$ cat config.mk
export PLATFORM = sky130hd
export DESIGN_NAME = pong_game_ctrl
export DESIGN_NICKNAME = d
export VERILOG_FILES = /design/src/rtl/pong_pkg.sv /design/src/rtl/pong_bcd_score.sv /design/src/rtl/pong_game_ctrl.sv
export SDC_FILE = /design/constraint.sdc
export NUM_CORES = 1
export LEC_CHECK = 0
export CELL_PAD_IN_SITES_DETAIL_PLACEMENT = 0
export CELL_PAD_IN_SITES_GLOBAL_PLACEMENT = 1
export CORE_ASPECT_RATIO = 1.25
export CORE_MARGIN = 2
export CORE_UTILIZATION = 41
export CTS_CLUSTER_DIAMETER = 200
export CTS_CLUSTER_SIZE = 12
export DETAILED_ROUTE_END_ITERATION = 7
export PLACE_DENSITY_LB_ADDON = 0.1
export SYNTH_ARGS = -nofsm -noshare
export SYNTH_HDL_FRONTEND = slang
export SYNTH_HIERARCHICAL = 1
export SYNTH_SLANG_ARGS = --single-unit
$ cat constraint.sdc
create_clock -name clk -period 2.6 [get_ports clk]
set_clock_uncertainty 0.2 [all_clocks]
set_input_delay 0.52 -clock clk [delete_from_list [all_inputs] [get_ports clk]]
set_output_delay 0.52 -clock clk [all_outputs]
set_load 0.02 [all_outputs]
$ cat src/rtl/pong_pkg.sv
// Shared types and constants for the Pong game-state controller.
package pong_pkg;

    typedef enum logic [1:0] {
        NEWGAME = 2'd0,
        PLAY    = 2'd1,
        NEWBALL = 2'd2,
        OVER    = 2'd3
    } state_t;

    localparam int BALLS_DEF       = 3;
    localparam int TIMER_TICKS_DEF = 120;
    localparam int DIG_W           = 4;

endpackage

$ cat src/rtl/pong_bcd_score.sv
// Two-digit BCD score counter; 99 wraps to 00, clear beats increment.
module pong_bcd_score
    import pong_pkg::*;
(
    input  logic             clk,
    input  logic             reset,
    input  logic             clr,
    input  logic             inc,
    output logic [DIG_W-1:0] dig1,
    output logic [DIG_W-1:0] dig0
);

    logic [DIG_W-1:0] dig1_q, dig1_d;
    logic [DIG_W-1:0] dig0_q, dig0_d;

    always_comb begin
        dig1_d = dig1_q;
        dig0_d = dig0_q;
        if (clr) begin
            dig1_d = '0;
            dig0_d = '0;
        end else if (inc) begin
            if (dig0_q == 4'd9) begin
                dig0_d = '0;
                dig1_d = (dig1_q == 4'd9) ? 4'd0 : dig1_q + 4'd1;
            end else begin
                dig0_d = dig0_q + 4'd1;
            end
        end
    end

    always_ff @(posedge clk or posedge reset) begin
        if (reset) begin
            dig1_q <= '0;
            dig0_q <= '0;
        end else begin
            dig1_q <= dig1_d;
            dig0_q <= dig0_d;
        end
    end

    assign dig1 = dig1_q;
    assign dig0 = dig0_q;

endmodule

$ cat src/rtl/pong_game_ctrl.sv
// Round FSM, spare-ball count and inter-round pause timer for Pong.
module pong_game_ctrl
    import pong_pkg::*;
#(
    parameter int BALLS       = BALLS_DEF,
    parameter int TIMER_TICKS = TIMER_TICKS_DEF
) (
    input  logic             clk,
    input  logic             reset,
    input  logic             refr_tick,
    input  logic [1:0]       btn,
    input  logic             hit,
    input  logic             miss,
    output logic [DIG_W-1:0] dig1,
    output logic [DIG_W-1:0] dig0,
    output logic [1:0]       ball,
    output logic             gra_still,
    output logic             show_rule,
    output logic             show_over
);

    localparam logic [1:0] BALLS_INIT = 2'(BALLS);
    localparam logic [6:0] TICKS_INIT = 7'(TIMER_TICKS);

    state_t     state_q, state_d;
    logic [1:0] ball_q, ball_d;
    logic [6:0] timer_q, timer_d;
    logic       still_q, still_d;
    logic       rule_q, rule_d;
    logic       over_q, over_d;
    logic       score_clr, score_inc;
    logic       pressed;

    assign pressed = (btn != 2'b00);

    always_comb begin
        state_d   = state_q;
        ball_d    = ball_q;
        timer_d   = timer_q;
        score_clr = 1'b0;
        score_inc = 1'b0;
        if (refr_tick && timer_q != 7'd0)
            timer_d = timer_q - 7'd1;
        case (state_q)
            NEWGAME: begin
                score_clr = 1'b1;
                if (pressed) begin
                    state_d = PLAY;
                    ball_d  = ball_q - 2'd1;
                end
            end
            PLAY: begin
                // a miss overrides a coincident hit
                if (miss) begin
                    timer_d = TICKS_INIT;
                    if (ball_q == 2'd0) begin
                        state_d = OVER;
                    end else begin
                        state_d = NEWBALL;
                        ball_d  = ball_q - 2'd1;
                    end
                end else if (hit) begin
                    score_inc = 1'b1;
                end
            end
            NEWBALL: begin
                if (timer_q == 7'd0 && pressed)
                    state_d = PLAY;
            end
            OVER: begin
                if (timer_q == 7'd0) begin
                    state_d   = NEWGAME;
                    ball_d    = BALLS_INIT;
                    score_clr = 1'b1;
                end
            end
            default: state_d = NEWGAME;
        endcase
        still_d = (state_d != PLAY);
        rule_d  = (state_d == NEWGAME);
        over_d  = (state_d == OVER);
    end

    always_ff @(posedge clk or posedge reset) begin
        if (reset) begin
            state_q <= NEWGAME;
            ball_q  <= BALLS_INIT;
            timer_q <= '0;
            still_q <= 1'b1;
            rule_q  <= 1'b1;
            over_q  <= 1'b0;
        end else begin
            state_q <= state_d;
            ball_q  <= ball_d;
            timer_q <= timer_d;
            still_q <= still_d;
            rule_q  <= rule_d;
            over_q  <= over_d;
        end
    end

    pong_bcd_score u_score (
        .clk   (clk),
        .reset (reset),
        .clr   (score_clr),
        .inc   (score_inc),
        .dig1  (dig1),
        .dig0  (dig0)
    );

    assign ball      = ball_q;
    assign gra_still = still_q;
    assign show_rule = rule_q;
    assign show_over = over_q;

endmodule

==> results of run 1 <==
power by group through the flow:
stage / clock (W) / sequential [W] / combinational (W)
final: 0.000253 / 0.000552 / 0.000690
after global routing: 0.000272 / 0.000573 / 0.000769
after CTS: 0.000259 / 0.000554 / 0.000698
after detailed placement: 0 / 0.000562 / 0.000693
after global placement: 0 / 0.000557 / 0.000679
after floorplan: 0 / 0.000606 / 0.000417
state kept, by name, indices dropped and copies added (netlist names):
signal	count
gra_still	1
ball	2
state_q	2
u_score/dig1	4
show_rule	1
u_score/dig0	4
timer_q	7
show_over	1
critical path, delay by kind of cell (launching register included):
family	cells	cell delay, ps
AO/OA/AOI/OAI	1	250
adder cells (fa/ha/maj)	1	180
buffers and inverters	1	70
flip-flops	1	410
AND/OR/NAND/NOR	3	1160
cells by family after synthesis:
kind of cell,count (synthesis)
AO/OA/AOI/OAI,33
multiplexers,1
XOR/XNOR,6
flip-flops,22
buffers and inverters,19
adder cells (fa/ha/maj),11
AND/OR/NAND/NOR,51
cell type report:
cell class | instances | area share
multi-input combinational | 102 | 0.435
clock buffer | 4 | 0.0335
timing repair buffer | 23 | 0.134
sequential | 22 | 0.338
inverter | 14 | 0.0320
tap | 37 | 0.0282
placed cells by master (no fill, tap or decap), drive strengths merged, types with 4 or more instances in the layout:
cell type / Yosys / layout
clkdlybuf4s50: 0 / 19
ha: 11 / 11
nand3: 7 / 7
clkbuf: 4 / 4
inv: 14 / 14
dfrtp: 18 / 18
dfstp: 4 / 4
buf: 1 / 4
nor2: 10 / 10
a21oi: 11 / 11
o21ai: 8 / 8
nand2: 11 / 11
metal layers:
metal / share of wire / GRT usage / vias up / wire (um)
li1: - / - / 549 / -
met4: 0.0068 / 0.0457 / 0 / 19
met2: 0.51 / 0.317 / 19 / 1440
met3: 0.033 / 0.0227 / 2 / 93
met5: 0 / 0 / - / 0
met1: 0.45 / 0.190 / 544 / 1250
worst min-delay path by stage:
stage	from	slack, ps	cells after the start	endpoint
after floorplan	reset	140	1	u_score/dig0[0]
after global placement	timer_q[6]	310	2	timer_q[6]
after detailed placement	timer_q[6]	320	2	timer_q[6]
after CTS	timer_q[6]	340	2	timer_q[6]
after global routing	reset	370	2	u_score/dig0[2]
final	reset	340	2	u_score/dig0[1]
metrics by stage:
| stage | hold slack [ps] | setup WS [ps] | power [W] | instance area, sq um |
|---|---|---|---|---|
| floorplan | 136 | 282 | 0.00102 | 1350 |
| global placement | 306 | 225 | 0.00124 | 1590 |
| detailed placement | 319 | 185 | 0.00125 | 1590 |
| CTS | 345 | 263 | 0.00151 | 1640 |
| global route | 368 | 183 | 0.00161 | 1640 |
| finish | 338 | 271 | 0.00150 | 1640 |
==> out/metrics.yaml, run 1 <==
yosys:
  synth_area_sq_um: 1350
  synth_compound_area_frac: 0.160
  synth_top_family_by_area: "simple AND/OR/NAND/NOR gates"
  synthXorXnorAreaFrac: 0.0390
  syn_avg_cell_area_sq_um: 9.43
  synth.mux.area_fraction: 0.00835
  synth_top_area_share: 0.334
  synth_nets: 161
  ys_types: 43
  synthSimpleGateAreaFrac: 0.220
  synth_fa_ha_area_frac: 0.102
  synth_most_common_cell: "dfrtp_1"
  ys_ff_latch: 22
  synth-edff-count: 0
  netlist_top_cells_area: "dfrtp_1 (33%), ha_1 (10%), dfstp_2 (7.8%)"
  ys_seq_area_frac: 0.412
  syn_inst: 143
  synth_ff_type: "dfrtp_1"
  synthArstFlopShare: 1.00
  netlist_top_cells_count: "dfrtp_1 (18), inv_1 (14), a21oi_1 (11), ha_1 (11), nand2_1 (11)"
  synth_area_leader_cell: "dfrtp_1"
  ys_warn_count: 6
finish:
  final_util: 0.519
  fillers: 305
  syn_to_final_growth_pct: 21.9
  instances_no_fill: 202
  seq_area_sq_um: 556
  multi_input_area_sq_um: 714
  antenna_cells: 0
  nets: 184
  drive_gt1_frac: 0.0970
clock_network:
  cts.sink_count: 22
  cts_tree: "yes"
  numCtsBuffers: 3
  clk_pin_slew_ps: 90
  postCtsHoldBufs: 0
  clock_latency_ps: 260
  cts_resized: 0
  post_cts_buffers: 0
  root_buffer: "clkbuf_8"
  clock_path_buffers: 2
  cts_max_level: 1
run_status:
  status: "finished clean"
critical_path:
  arrival_ps: 2330
  r2r_slack_ps: 270
  critPathMaxStageDelay_ps: 560
  end_kind: "flop"
  r2r_cells: 6
  crit_chain: "inv_1, ha_1, or3b_1, or4b_4, a32oi_2, and3b_1"
  reg2reg_from: "timer_q[0]"
  cp_max_fo: 3
  critical_path_class: "flop to flop"
  cp.required_ps: 2600
  r2r-end: "show_rule"
  slowest_stage: "or4b_4"
  crit_path_start_kind: "flop"
  cp-startpoint: "timer_q[0]"
  endpoint: "show_rule"
power_and_ir_drop:
  peakVddDrop_mv: 0.402
  leakage_nw: 0.699
  switching_power_w: 0.000578
  sw_frac_of_total: 0.387
  pwr-share-comb: 0.462
  powerDensity_nw_per_um2: 910
  seqPwrFrac: 0.369
  p_int_w: 0.000917
  clkPwrFrac: 0.169
detailed_routing:
  finalWirelength_um: 2800
  wire_per_inst_um: 13.9
  drtIter0Drc: 25
  drt_first_pass_iters: 4
  vias: 1114
  drc: 0
  drtAntennaViolNets: 0
  vias_per_cell: 5.51
flow_run:
  maxCapViolations: 0
sta:
  rsz0062_at_grt: "no"
  fmax_mhz: 429
  slew_viol_final: 0
  period_share: 0.896
  hold_viol: 0
  fin_crit_ps: 2330
  setup-violations-final: 0
  worstMarginPinSlew_ps: 550
  relSlewSlack: 0.633
  fin_tns_setup_ps: 0
grt:
  overflow: 0
  antenna_found_initial: 0
  grt_max_degree: 15
  first_global_vias: 1108
  grt_pass1_wl_um: 4990
  grt.total_usage: 0.164
floorplanning:
  die_y_um: 68.1
  io_pins: 20
  start_util: 0.426
  fp-row-count: 23
  die_area_sq_um: 3770
  dieWidth_um: 55.3
  core_sq_um: 3170
hold_path:
  hold_path.class: "input port to async pin"
placed_design:
  gp_congestion: 0.764
  dp_hpwl_um: 2060
  port_buffers: 19
  dpl.cell_count: 198
(Power assumes the default switching activity.)
==> run 2, diff against run 1 <==
--- a/config.mk
+++ b/config.mk
@@ -10,7 +10,7 @@
 export CORE_ASPECT_RATIO = 1.25
 export CORE_MARGIN = 2
 export CORE_UTILIZATION = 41
-export CTS_CLUSTER_DIAMETER = 200
+export CTS_CLUSTER_DIAMETER = 120
 export CTS_CLUSTER_SIZE = 12
 export DETAILED_ROUTE_END_ITERATION = 7
 export PLACE_DENSITY_LB_ADDON = 0.1
==> results of run 2 <==
Final layout, timing and power as in run 1 (identical DEF).
